$ cat src/rtl/m68k_bus_router.sv
// 68k bus router: decodes the top address bits into one of NTGT targets,
// forwards a registered one-cycle request and returns a registered ack.
// A disabled target or a target that stays silent for TIMEOUT wait cycles
// is answered with an error ack carrying OPENBUS read data.
module m68k_bus_router #(
  parameter int                         AW      = 20,
  parameter int                         DW      = 16,
  parameter int                         SELBITS = 2,
  parameter logic [(1<<SELBITS)-1:0]    TGT_EN  = 4'b1111,
  parameter int                         TIMEOUT = 255,
  parameter logic [DW-1:0]              OPENBUS = 16'hFFFF
) (
  input  logic                          clk,
  input  logic                          rst,
  input  logic                          m68kreq,
  input  logic [AW-1:0]                 m68kaddr,
  input  logic [DW-1:0]                 m68kwdata,
  input  logic                          m68kwr,
  output logic                          m68kack,
  output logic                          m68kerr,
  output logic [DW-1:0]                 m68krdata,
  output logic [(1<<SELBITS)-1:0]       tgtreq,
  output logic [AW-1:0]                 tgtaddr,
  output logic [DW-1:0]                 tgtwdata,
  output logic                          tgtwr,
  input  logic [(1<<SELBITS)-1:0]       tgtack,
  input  logic [(1<<SELBITS)*DW-1:0]    tgtrdata
);

  localparam int NTGT = 1 << SELBITS;
  // Counter only needs to reach TIMEOUT-1; a zero TIMEOUT disables the check.
  localparam int CW = (TIMEOUT < 2) ? 1 : $clog2(TIMEOUT + 1);
  localparam logic [CW-1:0] TO_LAST = CW'((TIMEOUT == 0) ? 0 : TIMEOUT - 1);

  typedef enum logic [1:0] {
    IDLE = 2'd0,
    WAIT = 2'd1,
    DONE = 2'd2
  } state_t;

  state_t               state;
  logic [SELBITS-1:0]   sel;
  logic [SELBITS-1:0]   sel_q;
  logic [CW-1:0]        cnt;
  logic [DW-1:0]        rd_slice [NTGT];

  assign sel = m68kaddr[AW-1 -: SELBITS];

  // Split the flat read-data bus into per-target slices for the return mux.
  for (genvar i = 0; i < NTGT; i++) begin : g_slice
    assign rd_slice[i] = tgtrdata[i*DW +: DW];
  end

  // Transaction FSM; every output is a register written only here.
  always_ff @(posedge clk) begin
    if (rst) begin
      state     <= IDLE;
      sel_q     <= '0;
      cnt       <= '0;
      m68kack   <= 1'b0;
      m68kerr   <= 1'b0;
      m68krdata <= '0;
      tgtreq    <= '0;
      tgtaddr   <= '0;
      tgtwdata  <= '0;
      tgtwr     <= 1'b0;
    end else begin
      // Ack and request are single-cycle pulses by default.
      m68kack <= 1'b0;
      m68kerr <= 1'b0;
      tgtreq  <= '0;
      case (state)
        IDLE: begin
          if (m68kreq) begin
            tgtaddr  <= m68kaddr;
            tgtwdata <= m68kwdata;
            tgtwr    <= m68kwr;
            sel_q    <= sel;
            if (TGT_EN[sel]) begin
              tgtreq <= NTGT'(1) << sel;
              cnt    <= '0;
              state  <= WAIT;
            end else begin
              // Unpopulated slot: answer straight away with a bus error.
              m68kack   <= 1'b1;
              m68kerr   <= 1'b1;
              m68krdata <= OPENBUS;
              state     <= DONE;
            end
          end
        end
        WAIT: begin
          cnt <= cnt + 1'b1;
          // Target ack takes priority over a timeout on the same edge.
          if (tgtack[sel_q]) begin
            m68kack   <= 1'b1;
            m68krdata <= rd_slice[sel_q];
            state     <= DONE;
          end else if (TIMEOUT != 0 && cnt == TO_LAST) begin
            m68kack   <= 1'b1;
            m68kerr   <= 1'b1;
            m68krdata <= OPENBUS;
            state     <= DONE;
          end
        end
        DONE: begin
          // Held request from the finished cycle is deliberately ignored here.
          state <= IDLE;
        end
        default: state <= IDLE;
      endcase
    end
  end

endmodule

$ cat config.mk
export PLATFORM = sky130hd
export DESIGN_NAME = m68k_bus_router
export DESIGN_NICKNAME = d
export VERILOG_FILES = /design/src/rtl/m68k_bus_router.sv
export SDC_FILE = /design/constraint.sdc
export NUM_CORES = 1
export LEC_CHECK = 0
export ABC_CLOCK_PERIOD_IN_PS = 2000
export CORE_ASPECT_RATIO = 1.2
export CORE_UTILIZATION = 38
export CTS_BUF_LIST = sky130_fd_sc_hd__clkbuf_16
export CTS_CLUSTER_DIAMETER = 50
export CTS_CLUSTER_SIZE = 10
export DETAILED_ROUTE_END_ITERATION = 10
export PLACE_DENSITY = 0.84
export SLEW_MARGIN = 20
export SYNTH_ARGS = -nofsm -noshare
export SYNTH_HDL_FRONTEND = slang
export SYNTH_SLANG_ARGS = --single-unit
$ cat constraint.sdc
create_clock -name clk -period 2 [get_ports clk]
set_input_delay 0.4 -clock clk [delete_from_list [all_inputs] [get_ports clk]]
set_output_delay 0.4 -clock clk [all_outputs]
set_load 0.05 [all_outputs]
; Yosys cells after proc, flatten, opt, wreduce, memory -nomap -nowiden
; Cells that the tools add are included.
[word_totals]
reg_bits = 71
output_inout_bits = 59
input_bits = 108
wordCells = 59
[classes]
add_sub_neg = 1
n_mux = 27
n_bitwise = 4
order_cmp = 3
eq_ne = 6
reduce_logical = 7
shifts = 1
[ops]
columns = op, n
row1 = $mux W16, 6
row2 = $bmux W16 S2, 1
row3 = $pmux W16 S2, 1
row4 = $mux W8, 2
row5 = $pmux W8 S2, 1
row6 = $add A8 B1 Y8 const B, 1
row7 = $eq A8 B8 Y1 const B, 1
row8 = $mux W2, 4
row9 = $mux W1, 7
row10 = $lt A2 B3 Y1 const B, 2
row11 = $ne A2 B2 Y1 const B, 3
row12 = $bmux W1 S2, 2
row13 = $pmux W1 S2, 2
row14 = $pmux W2 S2, 1
row15 = $reduce_and A2 Y1, 2
row16 = $reduce_and A4 Y1, 1
row17 = $reduce_or A4 Y1, 1
row18 = $shl A1 B2 Y4 const A, 1
row19 = $ge A3 B3 Y1 const B, 1
row20 = $ne A3 B3 Y1 const B, 1
row21 = $not A1 Y1, 3
row22 = $not A2 Y3, 1
row23 = $reduce_and A3 Y1, 1
row24 = $eq A2 B1 Y1 const B, 1
row25 = other kinds (2), 2

; Longest topological paths before layout
; Gate-level depths: netlist of run 1.
[logic_depth]
word_depth = 6
ltp_mapped = 7
ltp_nobuf = 6

; Worst setup path before layout of run 1
; Ideal clock, no wire load.
[synth_path]
kind = reg-to-reg
start = reg tgtaddr[18] (netlist name)
end = reg m68krdata[2]
stages_incl_launch_ff = 7
required_time_ns = 1.881
synth_period_minus_slack_ns = 2.078
slack_ns = -0.078
n_path_buf = 2
setup_ns = 0.119
arrival_time_ns = 1.960
cell_sequence = dfxtp_1 -> buf_6 -> mux4_2 -> nand2_4 -> o21ai_4 -> buf_6 -> o221a_1
[synth_rtl]
columns = item, line
row1 = to (signal assigned), 97  ; m68krdata <= rd_slice[sel_q];
row2 = to (decl), 21  ; output logic [DW-1:0] m68krdata,

; Worst setup path in the final report of run 1
[layout_path]
start = reg m68krdata[8]
end = out m68krdata[8]
; No word-level cell between the ends.

==> flow_summary.ini, run 1 <==
[status]
status = finished clean

[final_layout]
area_growth_pct = 71.37
diodes = 0
drive_above_1_share = 0.09825
layout.nets = 565
final_util = 0.6732

[placed_design]
gp_congestion = 0.8130
io_buffers = 166
dp_hpwl_um = 6379

[route]
num_vias = 2808
drcViolationCount = 0
wirelength_um = 8255
drt_first_pass_iters = 4
ant_nets = 0
drt_iter0_markers = 54
avgRoutedWirePerCell_um = 15.06
detail_route.vias_per_cell = 5.124

[worst_setup_path]
path_cells = clkdlybuf4s50_1
end_kind = output pin
critical_path.startpoint_type = flip-flop
cp_data_required_time_ns = 1.60
crit_path_max_incr_delay_ns = 0.82
worstPathMaxFanout = 2
cpMaxStageDelayCell = clkdlybuf4s50_1
cp_top_family = buffers and inverters
critPathBufInv = 1
crit_type = flip-flop to output pin
worst_ep_arrival_time_ns = 1.48

[timing]
finClkSkew_ns = 0.004765
drv_slew = 0
grt_setup_unrepaired = no
fin_tns_setup_ns = 0
timing.final.crit_share = 0.9404
slew_headroom = 0.6311
finalSetupViolations = 0
fmax_mhz = 531.7
fin_crit_ns = 1.881
finalHoldViolCount = 0
tightest_slew_ns = 0.5516

[logic_synthesis]
synth.area.top_cells = dfxtp_1 48%, mux4_2 13%, nand2_1 11%
synth_nets = 402
ys_seq_area_frac = 0.4834
yosys.area.top_type_share = 0.4834
ys_ff_latch = 69
synth_top_area_cell = dfxtp_1
syn-cell-area_um2 = 2858
ys_warn_count = 0
synthCells = 292
synth_cell_types = 35
syn_area_per_cell_um2 = 9.787

[power_and_ir_drop]
irDropWorstVdd_mv = 0.5160
p_leak_nw = 1.777
power.density_nw_per_um2 = 788.6
p_total_mw = 3.862

[clocking]
holdBufCountCts = 0
cts_buffers = 9
clk_pin_slew_ns = 0.05
cts_htree_levels = 3
clock_latency_ns = 0.31
clock_path_buffers = 2
cts_resized = 0
postCtsSetupBuffers = 0
cts_tree = yes
numClockSinks = 69
cts-root-buf = clkbuf_16

[global_routing]
track_usage = 0.2187
grt_antenna_before_repair = 0
overflow = 0
grt_pass1_wl_um = 13150
grt_max_degree = 39
grt_pass1_vias = 2917

[floorplan]
initial_core_util = 0.3928
io_pins = 167
num_rows = 34
die_h_um = 97.00
die_w_um = 81.17
die_area_um2 = 7873
core_um2 = 7274

[run]
drv_cap = 0

[worst_hold_path]
worstHoldPathType = primary input to flip-flop
[worst paths after layout]
check	cells after the start	slack, ns	endpoint	start
hold / removal	2	0.45	cnt[1]	rst
setup reg to reg	6	0.35	m68krdata[9]	cnt[0]
setup / recovery	1	0.12	m68krdata[8]	m68krdata[8]
hold reg to reg	2	0.45	tgtwdata[5]	tgtwdata[5]
[metrics by stage]
step	setup WS [ns]	std cells	area, um2	hold slack, ns
after floorplan	0.06738	292	2859	0.4692
after global placement	0.05928	534	4651	0.4415
after detailed placement	0.02856	534	4651	0.4463
after CTS	0.09193	548	4897	0.4495
after global routing	0.06805	548	4897	0.4628
final	0.1193	548	4897	0.4501
[synthesized netlist by cell type]
| cell type | number |
|---|---|
| clkinv_1 | 1 |
| buf_1 | 1 |
| o221a_1 | 16 |
| nor2_1 | 11 |
| mux4_2 | 17 |
| xor2_1 | 1 |
| or3_1 | 2 |
| nor3_1 | 1 |
| o21ai_4 | 1 |
| nand2_4 | 1 |
| and3_1 | 3 |
| clkbuf_1 | 15 |
| a21oi_1 | 41 |
| nor2b_1 | 1 |
| o22ai_1 | 1 |
| buf_6 | 2 |
| ha_1 | 2 |
| or2_1 | 1 |
| nand2_1 | 81 |
| inv_1 | 1 |
| a31oi_1 | 1 |
| buf_2 | 4 |
| or3b_1 | 1 |
| a211oi_1 | 1 |
| dfxtp_1 | 69 |
| mux2_1 | 2 |
| o211ai_1 | 1 |
| nand4_1 | 4 |
| clkbuf_2 | 1 |
| nand2b_1 | 1 |
| nor4_1 | 1 |
| mux2_2 | 1 |
| and2_1 | 2 |
| nand3_1 | 2 |
| nor3b_1 | 1 |
[flip-flops by register name (all words and copies together), names as in the netlist]
register and flops:
tgtaddr 20, m68krdata 16, tgtwdata 16, cnt 8
tgtreq 4, state 2, m68kack 1, m68kerr 1
tgtwr 1
[cell type report]
type                    count  area, um2
fillers                   566       2377
well taps                  90      112.6
flip-flops and latches     69       1383
repair buffers            175       1782
clock buffers               9      225.2
multi-input cells         198       1366
clock inverters             5      21.27
inverters                   2      7.507
[cell families (layout without fill, tap and decap cells)]
kind of cell,count (synthesis),in the layout,share of synthesized area
XOR/XNOR,1,1,0.003065
flip-flops,69,69,0.4834
AND/OR/NAND/NOR,113,113,0.1686
AO/OA/AOI/OAI,62,62,0.1502
multiplexers,20,20,0.1458
buffers and inverters,25,191,0.04027
adder cells (fa/ha/maj),2,2,0.008755
[placed cells by master (no fill, tap or decap), types with 4 or more instances in the layout]
cell | Yosys | layout
clkdlybuf4s50_1 | 0 | 163
nand2_1 | 81 | 81
dfxtp_1 | 69 | 68
a21oi_1 | 41 | 41
mux4_2 | 17 | 17
o221a_1 | 16 | 16
nor2_1 | 11 | 11
clkbuf_16 | 0 | 9
buf_4 | 0 | 6
buf_12 | 0 | 5
nand4_1 | 4 | 4
[per-layer routing]
| metal | track usage | vias up | routed length [um] |
|---|---|---|---|
| met5 | 0 | - | 0 |
| met4 | 0.1030 | 0 | 227 |
| met3 | 0.06604 | 19 | 732 |
| met2 | 0.3950 | 121 | 4288 |
| met1 | 0.2212 | 1308 | 3007 |
| li1 | - | 1360 | - |
[power by group]
| group | switching, mW | internal, mW |
|---|---|---|
| clock | 0.508 | 0.805 |
| combinational | 0.548 | 0.482 |
| sequential | 0.0530 | 1.47 |
(Power assumes the default switching activity.)
==> run 2: changes to the inputs <==
Settings changed: CAP_MARGIN set to 20.
==> results of run 2 <==
Final layout, timing and power as in run 1 (identical DEF).
==> run 3: changes to the inputs <==
Settings changed: SKIP_LAST_GASP set to 1.
==> results of run 3 <==
Final layout, timing and power as in run 1 (identical DEF).
